===== src/rtl/mod_game_pkg.sv =====
// ---------------------------------------------------------------------------
// mod_game_pkg
// Shared types and constants for the Modulus Game datapath.
//   round_state_t     : states of the round generator
//   game_val_t        : 7-bit unsigned game value (holds 0..99)
//   VAL_W / VAL_MAX   : width and top of the game value range
//   fallback_divisor  : divisor used when random sampling never hits
// ---------------------------------------------------------------------------
package mod_game_pkg;

    localparam int VAL_W   = 7;
    localparam int VAL_MAX = 99;

    typedef logic [VAL_W-1:0] game_val_t;

    typedef enum logic [2:0] {
        IDLE,
        PICK_A,
        PICK_B,
        REDUCE,
        DONE
    } round_state_t;

    // Deterministic divisor derived from the dividend so a round always
    // completes even if the random stream never lands in the legal range.
    // The result is clipped to the legal divisor range and the value range.
    function automatic game_val_t fallback_divisor(
        input game_val_t seed,
        input int        min_div,
        input int        max_div
    );
        int cand;
        cand = min_div + int'(seed[1:0]);
        if (cand > max_div) begin
            cand = max_div;
        end
        if (cand > VAL_MAX) begin
            cand = VAL_MAX;
        end
        return game_val_t'(cand);
    endfunction

endpackage


===== src/rtl/mod_round_gen.sv =====
// ---------------------------------------------------------------------------
// mod_round_gen
// Builds one Modulus Game round from the 0..99 random stream: a dividend, a
// divisor in [MIN_DIV, MAX_DIV] and the answer (dividend mod divisor). The
// remainder is found by repeated subtraction, so no divider is needed.
//
// Ports
//   clk            in   system clock
//   rst            in   synchronous active-high reset
//   new_round      in   single-cycle request; ignored while busy
//   random_number  in   7-bit random value, 0..99, new value every clock
//   busy           out  round generation in progress
//   round_valid    out  dividend/divisor/answer valid until next accepted
//                       request
//   dividend       out  round dividend
//   divisor        out  round divisor
//   answer         out  dividend mod divisor
// ---------------------------------------------------------------------------
module mod_round_gen
    import mod_game_pkg::*;
#(
    parameter int MIN_DIV   = 2,
    parameter int MAX_DIV   = 12,
    parameter int MAX_RETRY = 15
) (
    input  logic             clk,
    input  logic             rst,
    input  logic             new_round,
    input  logic [VAL_W-1:0] random_number,
    output logic             busy,
    output logic             round_valid,
    output logic [VAL_W-1:0] dividend,
    output logic [VAL_W-1:0] divisor,
    output logic [VAL_W-1:0] answer
);

    // Wide enough to hold MAX_RETRY itself, and never zero bits wide.
    localparam int RETRY_W = $clog2(MAX_RETRY + 2);

    round_state_t       state_q,    state_d;
    game_val_t          dividend_q, dividend_d;
    game_val_t          divisor_q,  divisor_d;
    game_val_t          answer_q,   answer_d;
    logic [RETRY_W-1:0] retry_q,    retry_d;

    logic               div_in_range;

    // The divisor candidate is legal when it lies inside the configured range.
    assign div_in_range = (random_number >= game_val_t'(MIN_DIV)) &&
                          (random_number <= game_val_t'(MAX_DIV));

    // Next-state and datapath. Every register holds by default; each state
    // only touches the fields it owns. The answer register doubles as the
    // running remainder during REDUCE.
    always_comb begin
        state_d    = state_q;
        dividend_d = dividend_q;
        divisor_d  = divisor_q;
        answer_d   = answer_q;
        retry_d    = retry_q;

        case (state_q)
            IDLE, DONE: begin
                if (new_round) begin
                    state_d = PICK_A;
                    retry_d = '0;
                end
            end

            PICK_A: begin
                dividend_d = random_number;
                answer_d   = random_number;
                state_d    = PICK_B;
            end

            PICK_B: begin
                // A hit on the last allowed sample still wins over the
                // fallback; only a miss with the budget spent falls back.
                if (div_in_range) begin
                    divisor_d = random_number;
                    state_d   = REDUCE;
                end else if (retry_q == RETRY_W'(MAX_RETRY)) begin
                    divisor_d = fallback_divisor(dividend_q, MIN_DIV, MAX_DIV);
                    state_d   = REDUCE;
                end else begin
                    retry_d = retry_q + RETRY_W'(1);
                end
            end

            REDUCE: begin
                // The >= guard rules out underflow in the 7-bit subtract.
                if (answer_q >= divisor_q) begin
                    answer_d = answer_q - divisor_q;
                end else begin
                    state_d = DONE;
                end
            end

            default: begin
                state_d = IDLE;
            end
        endcase
    end

    // State and datapath registers. Reset abandons any round in flight and
    // clears every visible value.
    always_ff @(posedge clk) begin
        if (rst) begin
            state_q    <= IDLE;
            dividend_q <= '0;
            divisor_q  <= '0;
            answer_q   <= '0;
            retry_q    <= '0;
        end else begin
            state_q    <= state_d;
            dividend_q <= dividend_d;
            divisor_q  <= divisor_d;
            answer_q   <= answer_d;
            retry_q    <= retry_d;
        end
    end

    // Status decodes straight from the state register, so busy and
    // round_valid are registered and mutually exclusive by construction.
    assign busy        = (state_q == PICK_A) || (state_q == PICK_B) ||
                         (state_q == REDUCE);
    assign round_valid = (state_q == DONE);
    assign dividend    = dividend_q;
    assign divisor     = divisor_q;
    assign answer      = answer_q;

endmodule


===== config.mk =====
export PLATFORM = sky130hd
export DESIGN_NAME = mod_round_gen
export DESIGN_NICKNAME = d
export VERILOG_FILES = /design/src/rtl/mod_game_pkg.sv /design/src/rtl/mod_round_gen.sv
export SDC_FILE = /design/constraint.sdc
export NUM_CORES = 1
export LEC_CHECK = 0
export BUFFER_PORTS_ARGS = -buffer_cell sky130_fd_sc_hd__clkbuf_2
export CORE_AREA = 2 2 55 70
export DETAILED_ROUTE_END_ITERATION = 10
export DIE_AREA = 0 0 57 72
export PLACE_DENSITY = 0.79
export REMOVE_ABC_BUFFERS = 1
export SLEW_MARGIN = 20
export SYNTH_ARGS = -nofsm -noshare
export SYNTH_HDL_FRONTEND = slang
export SYNTH_SLANG_ARGS = --single-unit

===== constraint.sdc =====
create_clock -name clk -period 4.2 [get_ports clk]
set_clock_uncertainty 0.1 [all_clocks]
set_input_delay 0.84 -clock clk [delete_from_list [all_inputs] [get_ports clk]]
set_output_delay 0.84 -clock clk [all_outputs]
set_load 0.02 [all_outputs]

Yosys cells after proc, flatten, opt, wreduce, memory -nomap -nowiden
Index checks and enable logic that the tools add are counted.
{"block": "classes", "magnitude_cmp": 5, "n_eq_ne": 11, "mux": 18, "n_reduce_logical": 12, "n_div": 0, "shift": 0, "addsub": 3, "mul": 0, "bitwise": 0}
{"operator": "$mux W32", "count": 3}
{"operator": "$gt A32 B8 Y1 const B", "count": 1}
{"operator": "$mux W7", "count": 4}
{"operator": "$mux W5", "count": 3}
{"operator": "$pmux W7 S2", "count": 1}
{"operator": "$mux W3", "count": 4}
{"operator": "$pmux W3 S4", "count": 1}
{"operator": "$ne A2 B2 Y1 const B", "count": 5}
{"operator": "$pmux W5 S2", "count": 1}
{"operator": "$ge A7 B2 Y1 const B", "count": 1}
{"operator": "$ge A7 B7 Y1", "count": 1}
{"operator": "$le A7 B4 Y1 const B", "count": 1}
{"operator": "$sub A7 B7 Y7", "count": 1}
{"operator": "$eq A3 B2 Y1 const B", "count": 2}
{"operator": "$reduce_bool A2 Y1", "count": 3}
{"operator": "$add A5 B1 Y5 const B", "count": 1}
{"operator": "$eq A5 B4 Y1 const B", "count": 1}
{"operator": "$gt A3 B4 Y1 const B", "count": 1}
{"operator": "$mux W4", "count": 1}
{"operator": "$reduce_and A2 Y1", "count": 2}
{"operator": "$reduce_and A4 Y1", "count": 1}
{"operator": "$add A2 B2 Y3 const A", "count": 1}
{"operator": "$eq A3 B1 Y1 const B", "count": 1}
{"operator": "$eq A3 B3 Y1 const B", "count": 1}
{"operator": "other kinds (6)", "count": 7}
{"block": "totals", "mem_bits_ro": 0, "regBits": 29, "memories": 0, "latchBits": 0, "ramBits": 0, "output_inout_bits": 23, "elab_cells": 54}

Logic depth before layout (Yosys ltp)
{"block": "depth", "word_depth": 10, "mapped_depth": 8, "ltp_nobuf": 8}

Worst setup path after synthesis
OpenSTA, ideal clock, no wires.
{"block": "synth_timing", "path_kind": "register to register", "startpoint": "reg retry_q[0]", "endpoint": "reg retry_q[3]", "stages_incl_launch_ff": 9, "slack_ps": 1981, "t_required_ps": 3984, "path_buffers": 0, "arrival_ps": 2004, "synth_period_minus_slack_ps": 2219, "cell_sequence": "dfxtp_1 -> ha_1 -> and3_1 -> ha_1 -> or4b_4 -> a31oi_4 -> nand4_1 -> xnor2_1 -> and3_1"}
{"block": "synth_via", "elab_chain_len": 4, "elab_cells_between_ends": 7}
{"item": "start: declaration", "line_no": "mod_round_gen.sv:44", "rtl": "logic [RETRY_W-1:0] retry_q, retry_d;"}
{"item": "start signal: assignment", "line_no": "mod_round_gen.sv:119", "rtl": "retry_q <= retry_d;"}
{"item": "$add A5 B1 Y5", "line_no": "mod_round_gen.sv:86", "rtl": "retry_d = retry_q + RETRY_W'(1);"}
{"item": "$mux W5", "line_no": "mod_round_gen.sv:82", "rtl": "end else if (retry_q == RETRY_W'(MAX_RETRY)) begin"}
{"item": "$mux W5", "line_no": "mod_round_gen.sv:79", "rtl": "if (div_in_range) begin"}
{"item": "$pmux W5 S2", "line_no": "mod_round_gen.sv:62", "rtl": "case (state_q)"}
Parallel ways exist; a longest one is shown, timed or not. The select of a mux whose other input is x is not followed.
A chain may end at the register's enable or synchronous reset.

Final worst setup path
{"block": "layout_timing", "startpoint": "reg divisor_q[3] (netlist: divisor[3])", "endpoint": "reg answer_q[0] (netlist: answer[0])"}
{"block": "layout_via", "elab_chain_len": 3}
{"item": "start: declaration", "line_no": "mod_round_gen.sv:42", "rtl": "game_val_t divisor_q, divisor_d;"}
{"item": "start signal: assignment", "line_no": "mod_round_gen.sv:117", "rtl": "divisor_q <= divisor_d;"}
{"item": "$ge A7 B7 Y1", "line_no": "mod_round_gen.sv:92", "rtl": "if (answer_q >= divisor_q) begin"}
{"item": "$ne A2 B2 Y1 (no source line)"}
{"item": "$reduce_and A2 Y1 (no source line)"}
{"item": "end signal: assignment", "line_no": "mod_round_gen.sv:118", "rtl": "answer_q <= answer_d;"}
{"item": "end: declaration", "line_no": "mod_round_gen.sv:43", "rtl": "game_val_t answer_q, answer_d;"}
Every way passes these cells.

==> flow_metrics.py <==
metrics = {
    "run_status": {
        "outcome": "finished, final reports clean",
    },
    "power_and_ir_drop": {
        "power_switching_uw": 520.9,
        "power_frac_comb": 0.477,
        "power_frac_clock": 0.234,
        "power_frac_seq": 0.289,
        "powerDensity_nw_per_um2": 656.0,
        "power_uw": 1279,
        "peakVddDrop_mv": 0.3910,
        "p_leak_uw": 0.0008249,
        "p_sw_frac": 0.4073,
        "p_int_uw": 757.9,
    },
    "cts": {
        "cts_tree": "yes",
        "cts_sinks": 29,
        "numCtsBuffers": 5,
        "path_clk_slew_ps": 70,
        "postCtsSetupBuffers": 0,
        "cts_hold_buffers": 0,
        "cts_resized": 0,
        "worstSkewPairLatency_ps": 280,
        "cts_max_level": 2,
        "cts_root_buffer": "clkbuf_8",
        "clk_path_buf_depth": 2,
    },
    "critical_path": {
        "max_stage_delay_ps": 640,
        "cp.required_ps": 4270,
        "crit_path_end_kind": "flop",
        "crit_chain": "inv_1 > ha_1 > nand3_1 > o31ai_1 > o21ai_0 > a31o_2",
        "cp_top_family": "compound AO/OA/AOI/OAI gates",
        "start_kind": "flop",
        "cp_max_fo": 6,
        "crit_buf_inv": 1,
        "slowest_stage": "o31ai_1",
        "cp.arrival_ps": 2460,
        "crit_type": "reg2reg",
        "r2r_slack_ps": 1810,
    },
    "finish": {
        "final_util": 0.5694,
        "area_growth_pct": 18.03,
        "drive_gt1_frac": 0.2262,
        "finalNetCount": 240,
        "insertedDiodeCount": 0,
    },
    "logic_synthesis": {
        "yosysSeqAreaShare": 0.3515,
        "yosys_warnings": 0,
        "synth_edf_count": 0,
        "syn_inst": 187,
        "synth-seq-cells": 29,
        "netlist_area_sq_um": 1652,
        "synth-main-ff-cell": "dfxtp_1",
        "syn_avg_cell_area_sq_um": 8.832,
        "synth_cell_types": 50,
        "async_flop_share": 0,
    },
    "timing": {
        "rsz0062_at_grt": "false",
        "hold_viol_final": 0,
        "fin_crit_ps": 2386,
        "slew_headroom": 0.5261,
        "worst_slew_pin_slew_ps": 704.8,
        "finalSetupTns_ps": 0,
        "period_share": 0.5681,
        "drv_slew": 0,
        "setup_violations": 0,
        "timing.fmax_mhz": 419.1,
        "whs_ps": 371.6,
    },
    "placement": {
        "hpwl_um": 2764,
        "portBuffers": 32,
        "place_congestion": 0.8588,
    },
    "routing": {
        "drt_iter0_drc": 54,
        "via_count": 1508,
        "wl_per_cell_um": 14.34,
        "drcViolationCount": 0,
        "first_pass_iters": 4,
        "ant_nets": 0,
        "routed_wl_um": 3728,
        "viasPerCell": 5.800,
    },
    "global_routing": {
        "track_usage": 0.1982,
        "grt_max_degree": 23,
        "grt_pass1_wl_um": 6306,
        "grt_overflow": 0,
        "antenna_found_initial": 0,
        "grt_pass1_vias": 1467,
    },
    "die": {
        "rows": 24,
        "die_area_sq_um": 4104,
        "die_h_um": 72,
        "die_w_um": 57,
        "start_util": 0.4825,
        "ioPinCount": 33,
        "core_area_sq_um": 3423,
    },
    "hold_path": {
        "min_path_type": "reg2reg",
    },
    "job": {
        "maxCapViolations": 0,
    },
}
tightest hold or removal path, stage by stage, from the launching register on:
cell and delay, ps:
dfxtp_1 310, inv_1 70, nor3_1 50
layer usage:
| metal | vias to the layer above | track usage | share of wire |
|---|---|---|---|
| li1 | 755 | - | - |
| met1 | 701 | 0.2230 | 0.43 |
| met2 | 38 | 0.3333 | 0.50 |
| met3 | 14 | 0.04456 | 0.044 |
| met4 | 0 | 0.1292 | 0.034 |
| met5 | - | 0 | 0 |
through the flow:
stage | instances | instance area, sq um | setup WS (ps)
floorplan | 181 | 1624 | 1981
global placement | 252 | 1833 | 1760
detailed placement | 252 | 1833 | 1791
CTS | 260 | 1949 | 1846
global route | 260 | 1949 | 1667
finish | 260 | 1949 | 1814
final timing paths:
path | startpoint | end | depth (start not counted)
max | divisor[3] | answer[0] | 6
min | divisor[4] | divisor[4] | 2
max reg2reg | divisor[3] | answer[0] | 6
min reg2reg | divisor[4] | divisor[4] | 2
flip-flops by register name, indices dropped and copies added, names as in the netlist:
signal    cells
answer        7
dividend      7
divisor       7
retry_q       5
state_q       3
placed cells by master (no fill, tap or decap), types with 2 or more instances in the layout:
master and count:
clkbuf_2 32, dfxtp_1 29, nor2_1 27, a21oi_1 15
inv_1 11, ha_1 9, nand2_1 8, mux2i_1 8
clkbuf_8 6, and3_1 4, nand2b_1 4, a211oi_1 4
a21o_1 4, o21a_1 4, nor3_1 4, o31ai_1 3
xnor2_1 3, a2111oi_0 3, nand3_1 2, o31a_1 2
nand3b_1 2, a31oi_1 2, nor2b_1 2, a221o_1 2
o221a_2 2, xor2_1 2, o211ai_1 2, o21ai_0 2
a31o_2 2
power groups by stage:
stage | clock network [uW] | registers [uW] | logic, uW
finish | 299 | 370 | 609
global route | 316 | 377 | 676
CTS | 304 | 370 | 606
detailed placement | 0 | 375 | 602
global placement | 0 | 375 | 592
floorplan | 0 | 415 | 417
cell usage after synthesis (3+ instances only):
cell type   n  area (sq um)
a2111oi_0   3         26.28
a211oi_1    4         30.03
a21o_1      4         30.03
a21oi_1    15         75.07
and3_1      4         25.02
clkbuf_1    3         11.26
dfxtp_1    29         580.6
ha_1        9         112.6
inv_1      11         41.29
mux2i_1     8         80.08
nand2_1     8         30.03
nand2b_1    4         25.02
nor2_1     27         101.4
nor3_1      4         20.02
o21a_1      4         30.03
o31ai_1     3         22.52
xnor2_1     3         26.28
cell type report:
type / instances / area, sq um
fill: 339 / 1474
multi-input combinational: 141 / 1002
sequential: 29 / 580.6
timing repair buffer: 32 / 160.2
clock buffer: 7 / 86.33
tap: 39 / 48.80
inverter: 11 / 41.29
clock inverter: 1 / 30.03
cells by family (layout without fill, tap and decap cells):
kind of cell	after synthesis	after routing	synth area share
AOI/OAI and AO/OA	55	55	0.2477
buffers and inverters	17	51	0.04166
and+or+nand+nor	61	61	0.1902
muxes	10	10	0.06212
xor gates and xnor gates	5	5	0.02652
DFF	29	29	0.3515
adders and majority gates	10	10	0.08030
(Power assumes the default switching activity.)
